$ cat src/rtl/glitc_settings_pkg.sv
// -----------------------------------------------------------------------------
// glitc_settings_pkg
// Shared definitions for the GLITC settings loader: settings register bank
// addresses, status register bit positions, error codes, the loader state
// encoding and the write-sequence address map.
// -----------------------------------------------------------------------------
package glitc_settings_pkg;

  typedef enum logic [2:0] {
    ST_IDLE,
    ST_WRITE,
    ST_UNPAUSE,
    ST_WAIT,
    ST_POLL,
    ST_DONE,
    ST_ERROR
  } state_t;

  // Settings register bank addresses
  localparam logic [3:0] ADDR_VPED_A = 4'h0;
  localparam logic [3:0] ADDR_VPED_B = 4'h1;
  localparam logic [3:0] ADDR_VPED_C = 4'h2;
  localparam logic [3:0] ADDR_VPED_D = 4'h4;
  localparam logic [3:0] ADDR_VPED_E = 4'h5;
  localparam logic [3:0] ADDR_VPED_F = 4'h6;
  localparam logic [3:0] ADDR_ATT_A  = 4'h8;
  localparam logic [3:0] ADDR_ATT_B  = 4'h9;
  localparam logic [3:0] ADDR_ATT_C  = 4'hA;
  localparam logic [3:0] ADDR_ATT_D  = 4'hB;
  localparam logic [3:0] ADDR_ATT_E  = 4'hC;
  localparam logic [3:0] ADDR_ATT_F  = 4'hD;
  localparam logic [3:0] ADDR_STATUS = 4'hE;

  localparam int NUM_WRITES = 12;

  // Status register bit positions
  localparam int STAT_ERR_BIT   = 8;
  localparam int STAT_DONE_BIT  = 16;
  localparam int STAT_PAUSE_BIT = 30;
  localparam int STAT_BUSY_BIT  = 31;

  // Bit of a Vped write word that requests an EEPROM update
  localparam int EEPROM_BIT = 15;

  // Error codes
  localparam logic [1:0] ERR_NONE    = 2'd0;
  localparam logic [1:0] ERR_TIMEOUT = 2'd1;
  localparam logic [1:0] ERR_DEVICE  = 2'd2;

  // Address of the idx-th write of the load sequence (Vped A-F, then atten A-F)
  function automatic logic [3:0] write_addr(input logic [3:0] idx);
    case (idx)
      4'd0:    return ADDR_VPED_A;
      4'd1:    return ADDR_VPED_B;
      4'd2:    return ADDR_VPED_C;
      4'd3:    return ADDR_VPED_D;
      4'd4:    return ADDR_VPED_E;
      4'd5:    return ADDR_VPED_F;
      4'd6:    return ADDR_ATT_A;
      4'd7:    return ADDR_ATT_B;
      4'd8:    return ADDR_ATT_C;
      4'd9:    return ADDR_ATT_D;
      4'd10:   return ADDR_ATT_E;
      default: return ADDR_ATT_F;
    endcase
  endfunction

endpackage

$ cat src/rtl/glitc_poll_timer.sv
// -----------------------------------------------------------------------------
// glitc_poll_timer
// Interval and poll-count bookkeeping for the settings loader.
//   clk, rst_n     : clock, asynchronous active-low reset
//   wait_en        : high while the loader sits in its wait state
//   poll_clr       : clears the poll count (new load accepted)
//   poll_inc       : one unsuccessful poll completed
//   interval_done  : last cycle of a POLL_INTERVAL-cycle wait
//   last_poll      : the current poll is number POLL_LIMIT
// -----------------------------------------------------------------------------
module glitc_poll_timer #(
  parameter logic [15:0] POLL_INTERVAL = 16'd1000,
  parameter logic [15:0] POLL_LIMIT    = 16'd500
) (
  input  logic clk,
  input  logic rst_n,
  input  logic wait_en,
  input  logic poll_clr,
  input  logic poll_inc,
  output logic interval_done,
  output logic last_poll
);

  logic [15:0] interval_cnt;
  logic [15:0] poll_cnt;

  // The interval counter restarts from zero every time the wait state is entered.
  always_ff @(posedge clk or negedge rst_n) begin
    if (!rst_n) begin
      interval_cnt <= '0;
      poll_cnt     <= '0;
    end else begin
      interval_cnt <= wait_en ? interval_cnt + 16'd1 : 16'd0;
      if (poll_clr)
        poll_cnt <= '0;
      else if (poll_inc)
        poll_cnt <= poll_cnt + 16'd1;
    end
  end

  assign interval_done = wait_en && (interval_cnt == POLL_INTERVAL - 16'd1);
  assign last_poll     = (poll_cnt == POLL_LIMIT - 16'd1);

endmodule

$ cat src/rtl/glitc_settings_loader.sv
// -----------------------------------------------------------------------------
// glitc_settings_loader
// Loads six pedestal (Vped) and six attenuator settings into the GLITC
// settings register bank, clears the pause bit, then polls the status
// register until the device reports completion, an error, or the poll
// limit is reached.
//   user_clk_i, user_rst_n_i : clock, asynchronous active-low reset
//   start_i                  : one-cycle load request (ignored while busy)
//   vped_i, atten_i, eeprom_i: settings to load (channel A in the low bits)
//   user_sel_o/wr_o/rd_o     : register bank select and strobes
//   user_addr_o, user_dat_o  : register address and write data
//   user_dat_i               : combinational read data
//   busy_o, done_o, err_o    : load status
//   err_code_o, err_msg_o    : error cause and captured status byte
// -----------------------------------------------------------------------------
module glitc_settings_loader
  import glitc_settings_pkg::*;
#(
  parameter logic [15:0] POLL_INTERVAL = 16'd1000,
  parameter logic [15:0] POLL_LIMIT    = 16'd500
) (
  input  logic        user_clk_i,
  input  logic        user_rst_n_i,
  input  logic        start_i,
  input  logic [71:0] vped_i,
  input  logic [35:0] atten_i,
  input  logic        eeprom_i,
  output logic        user_sel_o,
  output logic        user_wr_o,
  output logic        user_rd_o,
  output logic [3:0]  user_addr_o,
  output logic [31:0] user_dat_o,
  input  logic [31:0] user_dat_i,
  output logic        busy_o,
  output logic        done_o,
  output logic        err_o,
  output logic [1:0]  err_code_o,
  output logic [7:0]  err_msg_o
);

  state_t      state;
  logic [3:0]  idx;
  logic [71:0] vped_q;
  logic [35:0] atten_q;
  logic        eeprom_q;

  logic start_ok;
  logic poll_err;
  logic poll_ok;
  logic poll_inc;
  logic interval_done;
  logic last_poll;
  logic unused_dat;

  function automatic logic [31:0] write_word(input logic [3:0]  widx,
                                             input logic [71:0] vped,
                                             input logic [35:0] atten,
                                             input logic        eeprom);
    logic [31:0] w;
    int          ch;
    w  = '0;
    ch = int'(widx);
    if (ch < 6) begin
      w[11:0]       = vped[ch*12 +: 12];
      w[EEPROM_BIT] = eeprom;
    end else begin
      w[5:0] = atten[(ch-6)*6 +: 6];
    end
    return w;
  endfunction

  always_comb begin
    start_ok = start_i && (state == ST_IDLE || state == ST_DONE || state == ST_ERROR);
    poll_err = user_dat_i[STAT_ERR_BIT];
    poll_ok  = user_dat_i[STAT_DONE_BIT] && !user_dat_i[STAT_BUSY_BIT];
    poll_inc = (state == ST_POLL) && !poll_err && !poll_ok && !last_poll;
  end

  assign unused_dat = ^{user_dat_i[30:17], user_dat_i[15:9]};

  glitc_poll_timer #(
    .POLL_INTERVAL (POLL_INTERVAL),
    .POLL_LIMIT    (POLL_LIMIT)
  ) u_timer (
    .clk           (user_clk_i),
    .rst_n         (user_rst_n_i),
    .wait_en       (state == ST_WAIT),
    .poll_clr      (start_ok),
    .poll_inc      (poll_inc),
    .interval_done (interval_done),
    .last_poll     (last_poll)
  );

  // Bus outputs are registered for the state being entered, so each strobe is
  // high exactly during the cycle the FSM spends in WRITE/UNPAUSE/POLL. The
  // first write word is built from the live inputs since capture happens on
  // the same edge.
  always_ff @(posedge user_clk_i or negedge user_rst_n_i) begin
    if (!user_rst_n_i) begin
      state       <= ST_IDLE;
      idx         <= '0;
      vped_q      <= '0;
      atten_q     <= '0;
      eeprom_q    <= 1'b0;
      user_sel_o  <= 1'b0;
      user_wr_o   <= 1'b0;
      user_rd_o   <= 1'b0;
      user_addr_o <= '0;
      user_dat_o  <= '0;
      busy_o      <= 1'b0;
      done_o      <= 1'b0;
      err_o       <= 1'b0;
      err_code_o  <= ERR_NONE;
      err_msg_o   <= '0;
    end else begin
      user_sel_o  <= 1'b0;
      user_wr_o   <= 1'b0;
      user_rd_o   <= 1'b0;
      user_addr_o <= '0;
      user_dat_o  <= '0;
      case (state)
        ST_IDLE, ST_DONE, ST_ERROR: begin
          if (start_i) begin
            vped_q      <= vped_i;
            atten_q     <= atten_i;
            eeprom_q    <= eeprom_i;
            done_o      <= 1'b0;
            err_o       <= 1'b0;
            err_code_o  <= ERR_NONE;
            err_msg_o   <= '0;
            busy_o      <= 1'b1;
            idx         <= '0;
            state       <= ST_WRITE;
            user_sel_o  <= 1'b1;
            user_wr_o   <= 1'b1;
            user_addr_o <= write_addr(4'd0);
            user_dat_o  <= write_word(4'd0, vped_i, atten_i, eeprom_i);
          end
        end
        ST_WRITE: begin
          user_sel_o <= 1'b1;
          user_wr_o  <= 1'b1;
          if (idx == 4'(NUM_WRITES - 1)) begin
            state       <= ST_UNPAUSE;
            user_addr_o <= ADDR_STATUS;
            user_dat_o  <= 32'h0000_0000;
          end else begin
            idx         <= idx + 4'd1;
            user_addr_o <= write_addr(idx + 4'd1);
            user_dat_o  <= write_word(idx + 4'd1, vped_q, atten_q, eeprom_q);
          end
        end
        ST_UNPAUSE: begin
          state <= ST_WAIT;
        end
        ST_WAIT: begin
          if (interval_done) begin
            state       <= ST_POLL;
            user_sel_o  <= 1'b1;
            user_rd_o   <= 1'b1;
            user_addr_o <= ADDR_STATUS;
          end
        end
        ST_POLL: begin
          // A device error outranks a simultaneous completion flag.
          if (poll_err) begin
            state      <= ST_ERROR;
            busy_o     <= 1'b0;
            err_o      <= 1'b1;
            err_code_o <= ERR_DEVICE;
            err_msg_o  <= user_dat_i[7:0];
          end else if (poll_ok) begin
            state  <= ST_DONE;
            busy_o <= 1'b0;
            done_o <= 1'b1;
          end else if (last_poll) begin
            state      <= ST_ERROR;
            busy_o     <= 1'b0;
            err_o      <= 1'b1;
            err_code_o <= ERR_TIMEOUT;
          end else begin
            state <= ST_WAIT;
          end
        end
        default: begin
          state  <= ST_IDLE;
          busy_o <= 1'b0;
        end
      endcase
    end
  end

endmodule

$ cat config.mk
export PLATFORM = sky130hd
export DESIGN_NAME = glitc_settings_loader
export DESIGN_NICKNAME = d
export VERILOG_FILES = /design/src/rtl/glitc_settings_pkg.sv /design/src/rtl/glitc_poll_timer.sv /design/src/rtl/glitc_settings_loader.sv
export SDC_FILE = /design/constraint.sdc
export NUM_CORES = 1
export LEC_CHECK = 0
export ABC_AREA = 1
export BUFFER_PORTS_ARGS = -buffer_cell sky130_fd_sc_hd__clkbuf_2
export CAP_MARGIN = 20
export CELL_PAD_IN_SITES_DETAIL_PLACEMENT = 1
export CELL_PAD_IN_SITES_GLOBAL_PLACEMENT = 1
export CORE_ASPECT_RATIO = 0.75
export CORE_MARGIN = 5
export CORE_UTILIZATION = 36
export DETAILED_ROUTE_END_ITERATION = 12
export GPL_TIMING_DRIVEN = 1
export PLACE_DENSITY = 0.87
export SYNTH_ARGS = -nofsm -noshare
export SYNTH_HDL_FRONTEND = slang
export SYNTH_SLANG_ARGS = --single-unit
$ cat constraint.sdc
create_clock -name user_clk_i -period 4.01 [get_ports user_clk_i]
set_input_delay 0.802 -clock user_clk_i [delete_from_list [all_inputs] [get_ports user_clk_i]]
set_output_delay 0.802 -clock user_clk_i [all_outputs]
set_load 0.05 [all_outputs]
Yosys cells after proc, flatten, opt, wreduce, memory -nomap -nowiden
Memory sizes are Yosys's and may differ from the RTL's. Cells that the tools add are included.

Output and inout port bits: 52. ROM bits: 64. Bits in registers: 200. Memories: 1. Input bits: 144.

Multipliers: 2. Eq/ne operators: 19. Shift-type cells: 2. Magnitude comparators: 1. Bitwise gates (word level): 1. Muxes and demuxes: 48. Add/sub/neg operators: 4. Reduce and logical (&&, ||, !) cells: 25.

Memories: (name not given) (depth 16, bits a word 4, read ports 1, clocked after memory_dff 0, wr ports 0, line glitc_settings_pkg.sv:52) `case (idx)`.

Operator list (count): $mux W16 (5); $shiftx A72 B9 Y12 (1); $shiftx A36 B9 Y6 (1); $add A16 B1 Y16 const B (2); $pmux W16 S2 (1); $mux W3 (6); $eq A16 B10 Y1 const B (1); $eq A16 B9 Y1 const B (1); $mux W4 (4); $mux W8 (2); $pmux W4 S2 (2); $pmux W8 S2 (1); $pmux W3 S5 (1); $mux W1 (14); $ne A2 B2 Y1 const B (7); $mux W6 (2); $reduce_and A3 Y1 (4); $eq A3 B3 Y1 const B (3); $mul A5 B3 Y8 const B (1); $mux W2 (4); $reduce_and A4 Y1 (2); $eq A3 B2 Y1 const B (2); $logic_and A1 B1 Y1 (6); $mul A4 B2 Y6 const B (1); 17 further kinds (28).

Logic depth before layout (Yosys ltp)
Depth in word-level cells: 7. Depth in mapped cells: 32. Depth with buffers taken out: 32.

By module
A second synthesis with hierarchy kept.

Cell total of the unflattened synthesis: 1344. Area total of the unflattened synthesis: 9918.3 um2.

Modules (own cells, without submodules): glitc_settings_loader (cells an instance 1098, sequential area each 3728.6 um2, times used 1, area each 8147.8 um2); glitc_poll_timer (cells an instance 246, sequential area each 800.8 um2, times used 1, area each 1770.4 um2).

Worst setup path after synthesis
OpenSTA, ideal clock, no wires.

Path type: flip-flop to flip-flop. Start point: reg idx[0]. End point: reg user_dat_o[4]. Period minus slack after synthesis: 4.013 ns. Library setup time: 0.116 ns. Slack: -0.003 ns. Stages on the path, launching flop included: 29. Arrival: 3.897 ns. Path through: dfrtp_1 > inv_1 > clkbuf_1 > buf_1 > ha_1 > ha_1 > inv_1 > ha_1 > inv_1 > ha_1 > inv_1 > fa_1 > inv_1 > nand2_1 > nand2_1 > nand2_1 > inv_1 > nand2_4 > nand2_4 > buf_6 > nor2_1 > o21ai_1 > nand2_1 > a21oi_1 > nand2_1 > nand3_1 > nand2_1 > nand2_1 > nand2_1.

Longest elaborated chain between the ends: 7.

RTL lines: start: declaration (line glitc_settings_loader.sv:42) `logic [3:0] idx;`; start signal: assignment (line glitc_settings_loader.sv:148) `idx <= idx + 4'd1;`; $add A4 B1 Y4 (line glitc_settings_loader.sv:150) `user_dat_o <= write_word(idx + 4'd1, vped_q, atten_q, eeprom_q);`; $sub A4 B3 Y5 (line glitc_settings_loader.sv:67) `w[5:0] = atten[(ch-6)*6 +: 6];`; $mul A5 B3 Y8 (line glitc_settings_loader.sv:67); $shiftx A36 B9 Y6 (line glitc_settings_loader.sv:67); $mux W6 (line glitc_settings_loader.sv:63) `if (ch < 6) begin`; $mux W16 * (line glitc_settings_loader.sv:143) `if (idx == 4'(NUM_WRITES - 1)) begin`; $pmux W16 S2 * (line glitc_settings_loader.sv:121) `case (state)`; end signal: assignment (line glitc_settings_loader.sv:137) `user_dat_o <= write_word(4'd0, vped_i, atten_i, eeprom_i);`; end signal: assignment (line glitc_settings_loader.sv:150); end: declaration (line glitc_settings_loader.sv:32) `output logic [31:0] user_dat_o,`.

Mark *: on every way between the ends. The rest lies on a longest branch, timed or not. A chain may end at the register's enable or synchronous reset.

Final worst setup path
Start point: reg idx[1]. End point: reg user_dat_o[5].

The elaborated chain is that of the path after synthesis.

==> results.md <==
- Status: complete, no violations
- Critical-path cell list: inv_1 -> ha_4 -> ha_4 -> inv_1 -> ha_1 -> inv_1 -> ha_4 -> inv_1 -> fa_2 -> inv_2 -> nand2_2 -> nand2_1 -> nand2_2 -> nand3_4 -> nand2_8 -> buf_4 -> o21ai_2 -> o211ai_1 -> nand3_1 -> o211ai_1 -> o21bai_1 -> nand2_1 -> nand2_1
- Synth cell types: 43
- DRT iter0 DRCs: 624
- Fmax: 260 MHz
- TritonCTS clock tree: yes
- Placed Area: 0.0109 mm2
- Post-route DRC: 0
- Gr usage total: 0.200
- Final hold viol count: 0
- Die width: 201 um
- Root buf cell: clkbuf_16
- Final ANT Viol Nets: 0
- Crit path top cell by count: inv_1
- Slowest CP cell: dfrtp_1
- Element type at the critical path start: flop
- Post-synthesis mux area share: 0
- CP Capture Type: flop
- Power per standard cell area: 942 mW/mm2
- Vias: 9286
- Seq cells post-synth: 181
- Final Critical Period: 3840 ps
- Post-synth top area share: 0.462
- Worst min path class: in -> async
- Synth Area in Adders: 0.0224
- Port buffer count: 155
- Layout Nets: 1619
- Die Height: 153 um
- Initial Util: 0.364
- Post-synth ARST share: 1.00
- DIE AREA: 0.0307 mm2
- Register Area: 0.00453 mm2
- Layout Cells excl Fill: 1821
- Worst slew margin: 0.384
- H-tree levels: 4
- Fin area: 0.0117 mm2
- Per-cell routed wire length: 17.4 um
- Final setup vio count: 0
- Worst-Margin Slew: 924 ps
- Clock Skews: 12.9 ps
- Area grow syn2layout: 19.6%
- Top post-synthesis cells by area: dfrtp_1 46%, nand2_1 15%, o21ai_0 7.9%
- Compound-gate portion of the synthesized area: 0.138
- Dominant cell by count in the synthesized netlist: nand2_1
- Syn Std Cell Area: 0.00981 mm2
- Peak per-stage delay on the critical path: 410 ps
- EDFF count, synth: 0
- Worst-Skew Late Latency: 440 ps
- Combinational family with the most area after synthesis: simple AND/OR/NAND/NOR gates
- Yosys warns: 0
- Simple-gate portion of the synthesized area: 0.268
- Pin count of the biggest net entering global routing: 103
- Fillers: 3443
- Post-DP HPWL: 22200 um
- Sequential area share after synthesis: 0.462
- WHS: 465 ps
- GPL Wtd Cong: 0.905
- Max-cap check violation count: 0
- Synth Instances: 1309
- Peak VDD IR: 440 uV
- Max-slew violations: 0
- Placed cells: 1779
- Total Neg Setup Slack: 0 ps
- Post-synth top area cell: dfrtp_1
- Crit-path max FO: 10
- Clock transition at the registers of the reported paths: 70 ps
- Vias in the first global route: 9607
- Core Box Area: 0.0269 mm2
- Multi-input logic area: 0.00446 mm2
- Initial antenna violation count: 0
- First-pass detailed-route iteration total: 5
- CP Data Arrival Time: 4210 ps
- Crit path kind: reg -> reg
- Post-synth top flop: dfrtp_1
- Number of CTS-inserted buffers: 17
- Row count: 52
- Clock buffer depth: 2
- Top Ports: 196
- Period utilisation layout: 0.958
- Synth top cells by count: 385 x nand2_1, 181 x dfrtp_1, 154 x o21ai_0
- N_diodes: 0
- Worst path required time: 4380 ps
- Total gr overflow: 0
- Static leakage: 5.84 nW
- First-pass GRT wire length: 50700 um
- Layout cells sized above 1: 0.181
- Final wirelength: 31700 um
- Sink Count: 181
- Mean Syn Cell Area: 7.50 um2
- Drt via density: 5.10
- Synth Area in XOR/XNOR: 0.00803
-- worst paths after layout --
path                                                   start                                  to  slack [ps]  cells past startpoint
setup / recovery                          idx[1]$_DFFE_PN0P_             user_dat_o[5]$_DFF_PN0_         170                     23
hold / removal                                  user_rst_n_i            err_msg_o[2]$_DFFE_PN0P_         470                      1
setup reg to reg                          idx[1]$_DFFE_PN0P_             user_dat_o[5]$_DFF_PN0_         170                     23
hold reg to reg            u_timer.interval_cnt[0]$_DFF_PN0_   u_timer.interval_cnt[0]$_DFF_PN0_         470                      1
max in group asynchronous                       user_rst_n_i  u_timer.interval_cnt[13]$_DFF_PN0_        2650                      2
min in group user_clk_i    u_timer.interval_cnt[0]$_DFF_PN0_   u_timer.interval_cnt[0]$_DFF_PN0_         470                      1
-- kinds of logic (layout without fill, tap and decap cells) --
family          Yosys count  count (layout)
simple gates            619             619
xor+xnor                  9               9
other cells               1              19
buf+inv                 228             371
compound gates          254             254
flops                   181             181
fa+ha+maj                17              17
-- where the power goes --
part           internal (mW)  switching, mW  leakage (nW)
clock                  0.976          0.810         0.296
combinational           2.03           4.37          3.23
sequential              2.52          0.355          2.32
total                   5.52           5.54          5.84
-- through the flow --
stage	util	setup slack (ps)	total power [mW]
after floorplan	-	116	7.01
after global placement	0.403	106	8.42
after detailed placement	0.403	-129	8.70
after CTS	0.429	-3.17	10.7
after global routing	0.436	-42.4	11.9
final	0.436	167	11.1
-- worst max-delay path: cells and delay by family, from the launching register on --
family          cells  cell delay (ps)
fa+ha+maj           5             1410
buf+inv             6              550
compound gates      4              620
flops               1              410
simple gates        8              810
-- layout by cell type, fill, tap and decap left out, types with 10 or more instances in the layout --
master	n
ha_1	12
nand3_1	91
o21ai_1	12
a21oi_1	53
o21ai_0	153
inv_2	10
conb_1	19
inv_1	141
nand2_1	380
nor2_1	85
dfrtp_1	180
a211oi_1	14
clkbuf_16	20
buf_4	25
nor3_1	15
clkbuf_2	154
nand4_1	13
-- flip-flops by register name, indices dropped and copies added, names as in the netlist --
name / flops
atten_q: 36
busy_o: 1
done_o: 1
eeprom_q: 1
err_code_o: 2
err_msg_o: 8
err_o: 1
idx: 4
state: 3
u_timer.interval_cnt: 16
u_timer.poll_cnt: 16
user_addr_o: 4
user_dat_o: 13
user_rd_o: 1
user_sel_o: 1
user_wr_o: 1
vped_q: 72
-- final cells by class --
type | count | area share
timing repair buffer | 187 | 0.0953
clock buffer | 19 | 0.0386
inverter | 153 | 0.0491
tap | 351 | 0.0374
multi-input combinational | 918 | 0.380
sequential | 181 | 0.386
clock inverter | 12 | 0.0136
-- timing repair --
action,CTS,global route
cloned,0,3
setup endpoints to repair,6,6
buffers inserted,5,3
gates resized for setup,8,24
hold buffers,0,0
pin swaps,3,10
-- metal layers --
| layer | share of wire | track usage | vias up |
|---|---|---|---|
| met3 | 0.031 | 0.0343 | 29 |
| met2 | 0.50 | 0.341 | 166 |
| met5 | 0 | 0 | - |
| met1 | 0.45 | 0.267 | 4614 |
| li1 | - | - | 4477 |
| met4 | 0.015 | 0.0485 | 0 |
Note: power is estimated with default switching activity, not from simulation.
